===== config.mk =====
export PLATFORM = sky130hd
export DESIGN_NAME = branch_resolve_unit
export DESIGN_NICKNAME = d
export VERILOG_FILES = /design/src/rtl/branch_resolve_unit_pkg.sv /design/src/rtl/branch_cond_eval.sv /design/src/rtl/branch_resolve_unit.sv
export SDC_FILE = /design/constraint.sdc
export NUM_CORES = 1
export LEC_CHECK = 0
export BUFFER_PORTS_ARGS = -buffer_cell sky130_fd_sc_hd__buf_2
export CAP_MARGIN = 20
export CORE_UTILIZATION = 40
export CTS_CLUSTER_SIZE = 8
export DETAILED_ROUTE_END_ITERATION = 12
export GPL_TIMING_DRIVEN = 0
export MAX_ROUTING_LAYER = met4
export PLACE_DENSITY = 0.72
export SYNTH_ARGS = -nofsm -noshare
export SYNTH_HDL_FRONTEND = slang
export SYNTH_HIERARCHICAL = 1
export SYNTH_SLANG_ARGS = --single-unit

===== constraint.sdc =====
create_clock -name i_clk -period 4.05 [get_ports i_clk]
set_clock_uncertainty 0.1 [all_clocks]
set_input_delay 0.81 -clock i_clk [delete_from_list [all_inputs] [get_ports i_clk]]
set_output_delay 0.81 -clock i_clk [all_outputs]
set_load 0.01 [all_outputs]

===== src/rtl/branch_resolve_unit_pkg.sv =====
// Shared definitions for the branch resolve unit: branch mode encodings,
// 2-bit predictor counter states, the result payload and counter helpers.
package branch_resolve_unit_pkg;

  // Branch mode encodings carried on i_branch
  typedef enum logic [2:0] {
    BR_NONE = 3'b000,
    BR_BEQ  = 3'b001,
    BR_BNE  = 3'b010,
    BR_BLEZ = 3'b011,
    BR_BGTZ = 3'b100,
    BR_BLTZ = 3'b101,
    BR_BGEZ = 3'b110,
    BR_RSVD = 3'b111
  } br_mode_e;

  // 2-bit saturating predictor states; bit 1 is the prediction
  localparam logic [1:0] CTR_SNT   = 2'b00;
  localparam logic [1:0] CTR_WNT   = 2'b01;
  localparam logic [1:0] CTR_WT    = 2'b10;
  localparam logic [1:0] CTR_ST    = 2'b11;
  localparam logic [1:0] CTR_RESET = CTR_WNT;

  // Registered resolve result
  typedef struct packed {
    logic valid;
    logic taken;
    logic mispredict;
  } resolve_res_t;

  // True for the six real branch modes (excludes none and reserved)
  function automatic logic is_branch_mode(input logic [2:0] mode);
    return (mode != BR_NONE) && (mode != BR_RSVD);
  endfunction

  // One saturating step of a predictor counter toward the actual outcome
  function automatic logic [1:0] ctr_step(input logic [1:0] ctr, input logic taken);
    logic [1:0] nxt;
    nxt = ctr;
    if (taken) begin
      if (ctr != CTR_ST) nxt = ctr + 2'd1;
    end else begin
      if (ctr != CTR_SNT) nxt = ctr - 2'd1;
    end
    return nxt;
  endfunction

endpackage


===== src/rtl/branch_cond_eval.sv =====
// Combinational branch condition evaluator.
// Ports: data1, data2 - signed comparands; mode - branch mode; taken - outcome.
// Modes none and reserved evaluate to not-taken.
module branch_cond_eval
  import branch_resolve_unit_pkg::*;
#(
  parameter int unsigned DATA_W = 32
) (
  input  logic [DATA_W-1:0] data1,
  input  logic [DATA_W-1:0] data2,
  input  logic [2:0]        mode,
  output logic              taken
);

  localparam logic signed [DATA_W-1:0] ZERO = '0;

  logic signed [DATA_W-1:0] s1;
  logic signed [DATA_W-1:0] s2;

  assign s1 = $signed(data1);
  assign s2 = $signed(data2);

  // Signed compare selected by mode
  always_comb begin
    taken = 1'b0;
    case (br_mode_e'(mode))
      BR_BEQ:  taken = (s1 == s2);
      BR_BNE:  taken = (s1 != s2);
      BR_BLEZ: taken = (s1 <= ZERO);
      BR_BGTZ: taken = (s1 >  ZERO);
      BR_BLTZ: taken = (s1 <  ZERO);
      BR_BGEZ: taken = (s1 >= ZERO);
      default: taken = 1'b0;
    endcase
  end

endmodule


===== src/rtl/branch_resolve_unit.sv =====
// Branch resolve unit with a 2-bit bimodal predictor table.
// Ports:
//   i_clk, i_rst_n                 clock, async active-low reset
//   i_lookup_pc / o_pred_taken     fetch-side prediction (combinational read)
//   i_valid, i_pc, i_data1/2,      resolve request; outcome and mispredict
//   i_branch, i_pred_taken,        are registered one cycle later on
//   i_flush                        o_valid / o_taken / o_mispredict
//   o_branch_cnt, o_mispred_cnt    saturating statistics counters
module branch_resolve_unit
  import branch_resolve_unit_pkg::*;
#(
  parameter int unsigned DATA_W    = 32,
  parameter int unsigned PC_W      = 32,
  parameter int unsigned BHT_DEPTH = 64,
  parameter int unsigned CNT_W     = 32
) (
  input  logic              i_clk,
  input  logic              i_rst_n,
  input  logic [PC_W-1:0]   i_lookup_pc,
  output logic              o_pred_taken,
  input  logic              i_valid,
  input  logic [PC_W-1:0]   i_pc,
  input  logic [DATA_W-1:0] i_data1,
  input  logic [DATA_W-1:0] i_data2,
  input  logic [2:0]        i_branch,
  input  logic              i_pred_taken,
  input  logic              i_flush,
  output logic              o_valid,
  output logic              o_taken,
  output logic              o_mispredict,
  output logic [CNT_W-1:0]  o_branch_cnt,
  output logic [CNT_W-1:0]  o_mispred_cnt
);

  localparam int unsigned IDX_W = $clog2(BHT_DEPTH);

  logic [1:0]       bht [BHT_DEPTH];
  logic [IDX_W-1:0] lookup_idx;
  logic [IDX_W-1:0] update_idx;
  logic             outcome_c;
  logic             accept_c;
  resolve_res_t     res_d;
  resolve_res_t     res_q;
  logic [CNT_W-1:0] branch_cnt_d;
  logic [CNT_W-1:0] mispred_cnt_d;
  logic             unused_pc_bits;

  // Word-aligned PCs: drop the byte offset before indexing
  assign lookup_idx = i_lookup_pc[IDX_W+1:2];
  assign update_idx = i_pc[IDX_W+1:2];
  assign unused_pc_bits = ^{i_lookup_pc[PC_W-1:IDX_W+2], i_lookup_pc[1:0],
                            i_pc[PC_W-1:IDX_W+2], i_pc[1:0]};

  // Read port sees the stored value only, so a same-cycle update is not bypassed
  assign o_pred_taken = bht[lookup_idx][1];

  branch_cond_eval #(
    .DATA_W (DATA_W)
  ) u_cond (
    .data1 (i_data1),
    .data2 (i_data2),
    .mode  (i_branch),
    .taken (outcome_c)
  );

  assign accept_c = i_valid && !i_flush && is_branch_mode(i_branch);

  // Next result and saturating statistics
  always_comb begin
    res_d         = '0;
    branch_cnt_d  = o_branch_cnt;
    mispred_cnt_d = o_mispred_cnt;
    if (accept_c) begin
      res_d.valid      = 1'b1;
      res_d.taken      = outcome_c;
      res_d.mispredict = outcome_c ^ i_pred_taken;
      if (o_branch_cnt != '1) branch_cnt_d = o_branch_cnt + CNT_W'(1);
      if (res_d.mispredict && (o_mispred_cnt != '1)) begin
        mispred_cnt_d = o_mispred_cnt + CNT_W'(1);
      end
    end
  end

  // Result and counter registers
  always_ff @(posedge i_clk or negedge i_rst_n) begin
    if (!i_rst_n) begin
      res_q         <= '0;
      o_branch_cnt  <= '0;
      o_mispred_cnt <= '0;
    end else begin
      res_q         <= res_d;
      o_branch_cnt  <= branch_cnt_d;
      o_mispred_cnt <= mispred_cnt_d;
    end
  end

  assign o_valid      = res_q.valid;
  assign o_taken      = res_q.taken;
  assign o_mispredict = res_q.mispredict;

  // Predictor table: flop array, single write port
  always_ff @(posedge i_clk or negedge i_rst_n) begin
    if (!i_rst_n) begin
      for (int i = 0; i < BHT_DEPTH; i++) begin
        bht[IDX_W'(i)] <= CTR_RESET;
      end
    end else if (accept_c) begin
      bht[update_idx] <= ctr_step(bht[update_idx], outcome_c);
    end
  end

endmodule


==> results of run 1 <==
timing repair:
item / CTS / global route
cloned: 0 / 0
hold endpoints to repair: 0 / 0
resized for setup: 5 / 4
endpoints found under the setup margin: 65 / 33
pin swaps: 0 / 0
hold buffers: 0 / 0
routing by layer:
layer | share of wire, % | track usage, %
met3 | 7.1 | 4.47
met4 | 2.0 | 6.48
met5 | 0 | -
met1 | 42 | 26.7
met2 | 49 | 34.7
stage by stage:
stage | instances | utilization, % | hold slack, ns | cell area [um^2] | power, mW
after global placement | 1383 | 45.1 | 0.358 | 11300 | 3.04
after global routing | 1417 | 47.6 | 0.164 | 12000 | 4.87
after CTS | 1416 | 47.6 | 0.156 | 11900 | 4.72
after detailed placement | 1384 | 45.3 | 0.361 | 11400 | 3.07
final | 1417 | 47.6 | 0.157 | 12000 | 4.68
after floorplan | 906 | - | 0.351 | 10200 | 2.77
critical path: stages:
cell	delay [ns]
clkbuf_1	0.36
clkbuf_4	0.37
mux4_2	0.35
mux4_2	0.53
mux4_2	0.48
buf_2	0.15
logic make-up (layout without fill, tap and decap cells):
kind of cell | after synthesis | in the layout
DFF | 195 | 195
AOI/OAI and AO/OA | 123 | 123
muxes | 61 | 61
buffers and inverters | 50 | 230
adders and majority gates | 4 | 4
xor gates and xnor gates | 95 | 95
other | 0 | 1
and+or+nand+nor | 378 | 378
how the worst max path moves through the flow:
stage | startpoint | end | slack, ns | depth (start not counted)
after floorplan | i_lookup_pc[2] | o_pred_taken | 0.13 | 5
after global placement | i_rst_n | bht[39] | -0.55 | 5
after detailed placement | i_pc[2] | bht[11] | -0.59 | 10
after CTS | i_pc[2] | bht[48] | 0.02 | 11
after global routing | i_lookup_pc[2] | o_pred_taken | 0.03 | 6
final | i_lookup_pc[3] | o_pred_taken | 0.08 | 6
where the power goes:
part	internal (mW)	total, mW	switching [mW]
Clock	0.847	1.64	0.798
Combinational	0.306	0.720	0.414
Sequential	2.20	2.32	0.121
flip-flops by register name, summed over array words and instances (netlist names):
signal,cells
o_valid,1
o_taken,1
o_branch_cnt,32
bht,128
o_mispred_cnt,32
o_mispredict,1
layout make-up:
class / instances / area, um^2 / area share (%)
antenna: 1 / 2.50 / 0.0209
buffer: 38 / 230 / 1.93
clock buffer: 19 / 454 / 3.80
clock inverter: 13 / 111 / 0.931
inverter: 12 / 52.6 / 0.440
multi-input combinational: 661 / 4680 / 39.2
sequential: 195 / 5240 / 43.8
tap: 330 / 413 / 3.45
timing repair buffer: 148 / 769 / 6.44
layout by cell type, fill, tap and decap left out, types with 4 or more instances in the layout:
cell       netlist  final
and3_1          10     10
xnor2_1         78     78
mux4_2          33     33
nor3_1           5      5
edfxtp_1        64     64
o21ai_0          8      8
xor2_1          16     16
o211ai_1         7      7
and2_1          14     14
nand3b_1         8      8
and3b_1          5      5
nand2_1        120    120
o21ai_2         29     29
nor2_1         113    113
inv_6            0      4
buf_6            6      8
nand3_1         30     30
dfstp_2         32     32
dfrtp_1         99     99
clkbuf_1        12     11
buf_4            4      4
mux2_2          10     10
mux2i_1         15     15
nor2b_1          4      4
clkbuf_16        0     18
and4_1          12     12
a22oi_1          5      5
a21oi_1         36     36
a31oi_1          7      7
buf_2           13    158
inv_1           10      9
nand4_1         25     25
inv_8            0      4
nor4_1          10     10
nand2b_1         4      4
==> flow_summary.yaml, run 1 <==
run_status:
  status: "complete, no violations"
logic_synthesis:
  ys_types: 72
  synth_common_cells: "120 x nand2_1, 113 x nor2_1, 99 x dfrtp_1, 78 x xnor2_1, 64 x edfxtp_1"
  async_flop_share_pct: 67.2
  synth.most_common_cell: "nand2_1"
  ys_ff_latch: 195
  post_synth.cell_area_avg_um2: 11.2
  synth_adder_area_share_pct: 0.467
  yosys-top-cells-area: "dfrtp_1 24%, edfxtp_1 19%, dfstp_2 8.3%, mux4_2 7.3%, xnor2_1 6.7%"
  synth-seq-area-share_pct: 51.5
  netlist_area_um2: 10200
  muxShareOfSynthArea_pct: 10.3
  synth_compound_area_share_pct: 8.77
  synthCells: 906
  yosys.area_share.simple_pct: 18.1
  yosys_warnings: 6
  synth_top_area_share_pct: 24.3
  syn_nets: 1044
  synth_top_family_by_area: "simple AND/OR/NAND/NOR gates"
  synth_xor_area_share_pct: 8.25
  yosysTopAreaCell: "dfrtp_1"
  synth-edff-count: 64
  ys.flop_type: "dfrtp_1"
die:
  fp.dieW_um: 162
  start_util_pct: 40.5
  die_area_um2: 26100
  rows: 58
  design.core.area_um2: 25100
  io_pins: 204
  die_y_um: 162
detailed_routing:
  drtIter0Drc: 550
  wl_um: 26500
  via_count: 7823
  routedWlPerCell_um: 18.7
  dr.pass1.iters: 8
  drc: 0
  antenna_left: 0
  via_per_inst: 5.52
clocking:
  tritoncts: "done"
  cts_made_buffers: 17
  path_clk_slew_ns: 0.08
  post-cts-setup-buffer-count: 0
  clockBufferDepth: 2
  clkSinkCount: 195
  root_buffer: "clkbuf_16"
  h-tree-depth: 4
  clk_latency_ns: 0.44
critical_path:
  reg2regPathDepth: 8
  reg2reg_to: "bht[23]"
  path_max_fanout: 10
  reg2reg_slack_ns: 0.67
  crit_type: "input port to primary output"
  reg2reg_from: "bht[119]"
  cp-start-kind: "input port"
  cp_data_required_time_ns: 3.14
  end_kind: "primary output"
  crit_arrival_ns: 3.06
place:
  routabilityCongestion: 0.933
  io_buffers: 147
  place_ws_ns: -0.585
  dp_hpwl_um: 19200
timing:
  rsz0062_at_grt: "false"
  hold_viol_final: 0
  slew_headroom_pct: 35.6
  setup_viol: 0
  worst_slew_pin_slew_ns: 0.958
  max_freq_mhz: 252
  fin_ws_ns: 0.0826
  finalMaxSlewViolations: 0
  fin_tns_setup_ns: 0
  finalCritPeriodShare_pct: 98.0
  period_minus_slack_ns: 3.97
finish:
  drive_above_1_share_pct: 30.8
  num-nets-final: 1211
  nFillCells: 2336
  area_growth_syn_to_layout_pct: 17.4
grt:
  grt_pass1_vias: 7654
  grt_overflow: 0
  grt_use_total_pct: 21.3
  grt_first_pass_wirelength_um: 41700
  grt_max_degree: 101
  antenna_found_initial: 1
flow_run:
  maxCapViolCount: 0
power_and_ir_drop:
  p_leak_nw: 4.82
  ir_drop_v: 0.000297
  cellPowerDensity_nw_per_um2: 392
min_path:
  hold_path_class: "input port to async pin"
No activity file was read; power rests on OpenSTA's default activity.
==> run 2, diff against run 1 <==
- REMOVE_ABC_BUFFERS: not set -> 1
==> run 2 against run 1 <==
  * Wire length down 6.6%
  * Worst hold slack better by 0.095 ns
  * Die area stayed put
  * Core utilization shrank 0.71 points
  * Via count decreased by 3.5%
  * Critical path depth increased by 3
  * Clock power down 7%
  * First-iteration DRC count rose by 4.7%
  * Largest cell class unchanged
==> flow_summary.yaml, run 2 (synthesized netlist as in run 1, its figures left out) <==
power_and_ir_drop:
  p_leak_nw: 4.71
  ir_drop_v: 0.000245
  cellPowerDensity_nw_per_um2: 386
place:
  dp_hpwl_um: 17400
  routabilityCongestion: 0.833
  io_buffers: 151
  dp_cells: 1352
finish:
  num-nets-final: 1182
  largest-register: "bht"
  final_common_cell: "buf_2"
  layout_common_cells: "147 x buf_2, 120 x nand2_1, 113 x nor2_1"
  largest_reg_flops: 128
  antenna_cells: 0
  area_growth_syn_to_layout_pct: 15.7
  drive_above_1_share_pct: 30.0
  finalNonFillerCells: 1386
  top_regs: "bht x128, o_branch_cnt x32, o_mispred_cnt x32"
grt:
  grt_overflow: 0
  grt_pass1_vias: 7202
  grt_use_total_pct: 20.0
  antenna_found_initial: 0
  grt_max_degree: 71
  grt_first_pass_wirelength_um: 39200
critical_path:
  crit_arrival_ns: 3.94
  reg2regPathDepth: 7
  cp_data_required_time_ns: 4.03
  path_max_fanout: 34
  crit_type: "input port to flop"
  cp-start-kind: "input port"
  end_kind: "flop"
detailed_routing:
  dr.pass1.iters: 5
  routedWlPerCell_um: 17.8
  via_count: 7550
  via_per_inst: 5.45
  antenna_left: 0
  wl_um: 24700
  drtIter0Drc: 576
  drc: 0
timing:
  slew_headroom_pct: 36.1
  worst_slew_pin_slew_ns: 0.951
  max_freq_mhz: 253
  finalMaxSlewViolations: 0
  setup_viol: 0
  hold_viol_final: 0
  whs_ns: 0.252
  period_minus_slack_ns: 3.96
  rsz0062_at_grt: "false"
  finalCritPeriodShare_pct: 97.7
clocking:
  h-tree-depth: 4
  cts_made_buffers: 17
  clockBufferDepth: 2
  root_buffer: "clkbuf_16"
  hold_buffers: 0
  clk_latency_ns: 0.43
  clkSinkCount: 195
  path_clk_slew_ns: 0.07
  post-cts-setup-buffer-count: 0
  tritoncts: "done"
die:
  die_y_um: 162
  start_util_pct: 40.5
  fp.dieW_um: 162
  die_area_um2: 26100
  rows: 58
  design.core.area_um2: 25100
  io_pins: 204
flow_run:
  maxCapViolCount: 0
run_status:
  status: "complete, no violations"
min_path:
  hold_path_class: "input port to async pin"
run 2: path summary, 6_finish.rpt:
| path | from | endpoint | slack, ns |
|---|---|---|---|
| setup / recovery | i_pc[4] | bht[1] | 0.09 |
| hold / removal | i_rst_n | bht[95] | 0.25 |
| setup reg to reg | bht[115] | bht[1] | 0.84 |
| hold reg to reg | bht[78] | bht[78] | 0.37 |
| max in group asynchronous | i_rst_n | o_branch_cnt[7] | 2.82 |
| min in group i_clk | bht[78] | bht[78] | 0.37 |
run 2: repair_timing:
action,4_1_cts,5_1_grt
gates cloned,3,0
pin swaps,0,0
setup endpoints to repair,64,65
resized for setup,8,2
run 2: layout make-up:
| type | instances | area, um^2 |
|---|---|---|
| multi-input cells | 662 | 4700 |
| flip-flops and latches | 195 | 5240 |
| repair buffers | 154 | 837 |
| clock inverters | 11 | 82.6 |
| clock buffers | 20 | 438 |
| fillers | 2330 | 13300 |
| well taps | 330 | 413 |
| repair inverters | 2 | 15.0 |
| inverters | 12 | 52.6 |
run 2: per-layer routing:
metal / vias to the layer above / share of wire [%] / global-route usage (%)
met5: - / 0 / -
met4: 0 / 1.3 / 5.06
met3: 28 / 6.2 / 3.00
met2: 303 / 49 / 31.5
met1: 3668 / 44 / 27.1
li1: 3551 / - / -
run 2: power breakdown:
group          switching (mW)  total (mW)  internal [mW]
combinational           0.404       0.696          0.292
sequential              0.114        2.31           2.20
clock                   0.742        1.53          0.792
run 2: through the flow:
step / setup slack [ns] / total power [mW] / TNS (ns) / instance area (um^2) / utilization (%)
detailed placement: -1.21 / 3.03 / -81.51 / 11200 / 44.6
finish: 0.0914 / 4.54 / 0 / 11800 / 46.9
global placement: -1.53 / 3.00 / -142.62 / 11100 / 44.3
CTS: 0.00310 / 4.58 / 0 / 11800 / 46.9
floorplan: 0.320 / 2.72 / 0 / 9960 / -
global route: 0.00872 / 4.73 / 0 / 11800 / 46.9
run 2: worst max-delay path, stage by stage:
cell	delay, ns
buf_2	0.51
buf_12	0.28
inv_1	0.24
a221o_1	0.34
a221o_1	0.35
a31oi_1	0.11
and4_1	0.34
maj3_4	0.52
clkinvlp_4	0.40
==> run 3, diff against run 2 <==
- CTS_BUF_LIST: not set -> sky130_fd_sc_hd__clkbuf_4 sky130_fd_sc_hd__clkbuf_8 sky130_fd_sc_hd__clkbuf_16
==> run 3 against run 2 <==
  * Non-clock buffer count is the same
  * Clock power is essentially flat
  * Flip-flop and latch count is the same
  * Worst hold slack gained 0.00093 ns
  * First-iteration DRC count grew 6.1%
  * Clock-buffer cell count shrank 1
  * Combinational power is essentially flat
  * Power grew 0.10%
  * Cell area is essentially flat
  * Critical endpoint is now o_pred_taken
  * Largest power group unchanged
  * Highest routed layer unchanged
==> flow_summary.yaml, run 3 (synthesized netlist as in run 1, its figures left out) <==
critical_path:
  crit_path_end: "o_pred_taken"
  cp_data_required_time_ns: 3.14
  reg2regPathDepth: 7
  critPathLaunch: "i_lookup_pc[2]"
  crit_arrival_ns: 3.03
  reg2reg_to: "bht[59]"
  crit_type: "input port to primary output"
  path_max_fanout: 16
  cp-start-kind: "input port"
  reg2reg_slack_ns: 0.85
  reg2reg_from: "bht[115]"
  end_kind: "primary output"
finish:
  design_area_um2: 11800
  layout_common_cells: "148 x buf_2, 120 x nand2_1, 113 x nor2_1"
  num-nets-final: 1182
  area_growth_syn_to_layout_pct: 15.7
  largest-register: "bht"
  top_regs: "bht x128, o_branch_cnt x32, o_mispred_cnt x32"
  largest_reg_flops: 128
  nFillCells: 2335
  antenna_cells: 0
  fin_util_pct: 46.9
  drive_above_1_share_pct: 30.1
  final_common_cell: "buf_2"
clocking:
  cts_made_buffers: 17
  path_clk_slew_ns: 0.07
  post-cts-setup-buffer-count: 0
  root_buffer: "clkbuf_16"
  tritoncts: "done"
  clkSinkCount: 195
  clk_latency_ns: 0.43
  h-tree-depth: 4
  clockBufferDepth: 2
timing:
  slew_headroom_pct: 38.1
  finalMaxSlewViolations: 0
  rsz0062_at_grt: "false"
  finalCritPeriodShare_pct: 97.3
  max_freq_mhz: 254
  hold_viol_final: 0
  period_minus_slack_ns: 3.94
  worst_slew_pin_slew_ns: 0.921
  setup_viol: 0
detailed_routing:
  routedWlPerCell_um: 17.8
  wl_um: 24700
  dr.pass1.iters: 5
  via_per_inst: 5.43
  drtIter0Drc: 611
  antenna_left: 0
  drc: 0
  via_count: 7528
place:
  dpl-instance-area_um2: 11200
  routabilityCongestion: 0.833
  io_buffers: 151
  dp_hpwl_um: 17400
power_and_ir_drop:
  cellPowerDensity_nw_per_um2: 386
  p_leak_nw: 4.71
  ir_drop_v: 0.000243
die:
  design.core.area_um2: 25100
  fp.dieW_um: 162
  io_pins: 204
  start_util_pct: 40.5
  rows: 58
  die_y_um: 162
  die_area_um2: 26100
grt:
  grt_first_pass_wirelength_um: 39200
  grt_use_total_pct: 20.0
  grt_pass1_vias: 7223
  grt_max_degree: 71
  grt_overflow: 0
  antenna_found_initial: 0
flow_run:
  maxCapViolCount: 0
run_status:
  status: "complete, no violations"
min_path:
  hold_path_class: "input port to async pin"
[run 3: worst min-delay path by stage]
stage                   from        to  slack, ns  cells past startpoint
floorplan            bht[78]   bht[78]       0.35                      2
global placement    bht[102]  bht[102]       0.36                      2
detailed placement   bht[78]   bht[78]       0.36                      2
CTS                  i_rst_n   bht[95]       0.27                      1
global route         i_rst_n   bht[95]       0.29                      1
finish               i_rst_n   bht[95]       0.25                      1
[run 3: stage by stage]
stage | hold WS, ns | total power [mW] | TNS (ns) | setup WS, ns | instances
6_report | 0.253 | 4.55 | 0 | 0.109 | 1386
5_1_grt | 0.292 | 4.74 | 0 | 0.000134 | 1386
4_1_cts | 0.270 | 4.59 | 0 | 0.00336 | 1386
3_5_place_dp | 0.361 | 3.03 | -81.51 | -1.21 | 1352
3_3_place_gp | 0.358 | 3.00 | -142.62 | -1.53 | 1349
2_1_floorplan | 0.351 | 2.72 | 0 | 0.320 | 868
[run 3: per-layer routing]
| metal | routed length (um) | share of wire (%) | global-route usage [%] |
|---|---|---|---|
| met1 | 10700 | 43 | 27.0 |
| met4 | 342 | 1.4 | 5.23 |
| met3 | 1630 | 6.6 | 3.18 |
| met5 | 0 | 0 | - |
| met2 | 12000 | 49 | 31.4 |
[run 3: cell type report]
type / count / area [um^2] / area share, %
Clock buffer: 19 / 440 / 3.74
Sequential cell: 195 / 5240 / 44.5
Timing Repair inverter: 2 / 15.0 / 0.127
Timing Repair Buffer: 154 / 835 / 7.08
Inverter: 12 / 52.6 / 0.446
Clock inverter: 12 / 86.3 / 0.733
Multi-Input combinational cell: 662 / 4700 / 39.9
Tap cell: 330 / 413 / 3.51
[run 3: power by group]
group,internal [mW],total (mW),switching (mW)
Sequential,2.20,2.31,0.115
Clock,0.800,1.54,0.738
Combinational,0.292,0.696,0.404
Total,3.29,4.55,1.26
[run 3: critical path: stages]
cell	delay, ns
buf_2	0.48
mux4_2	0.61
mux4_2	0.50
mux4_2	0.46
buf_2	0.15
[run 3: what timing repair did]
action,4_1_cts,5_1_grt
pin swaps,0,0
resized for setup,8,1
hold buffers,0,0
setup endpoints to repair,64,64
gates cloned,3,0
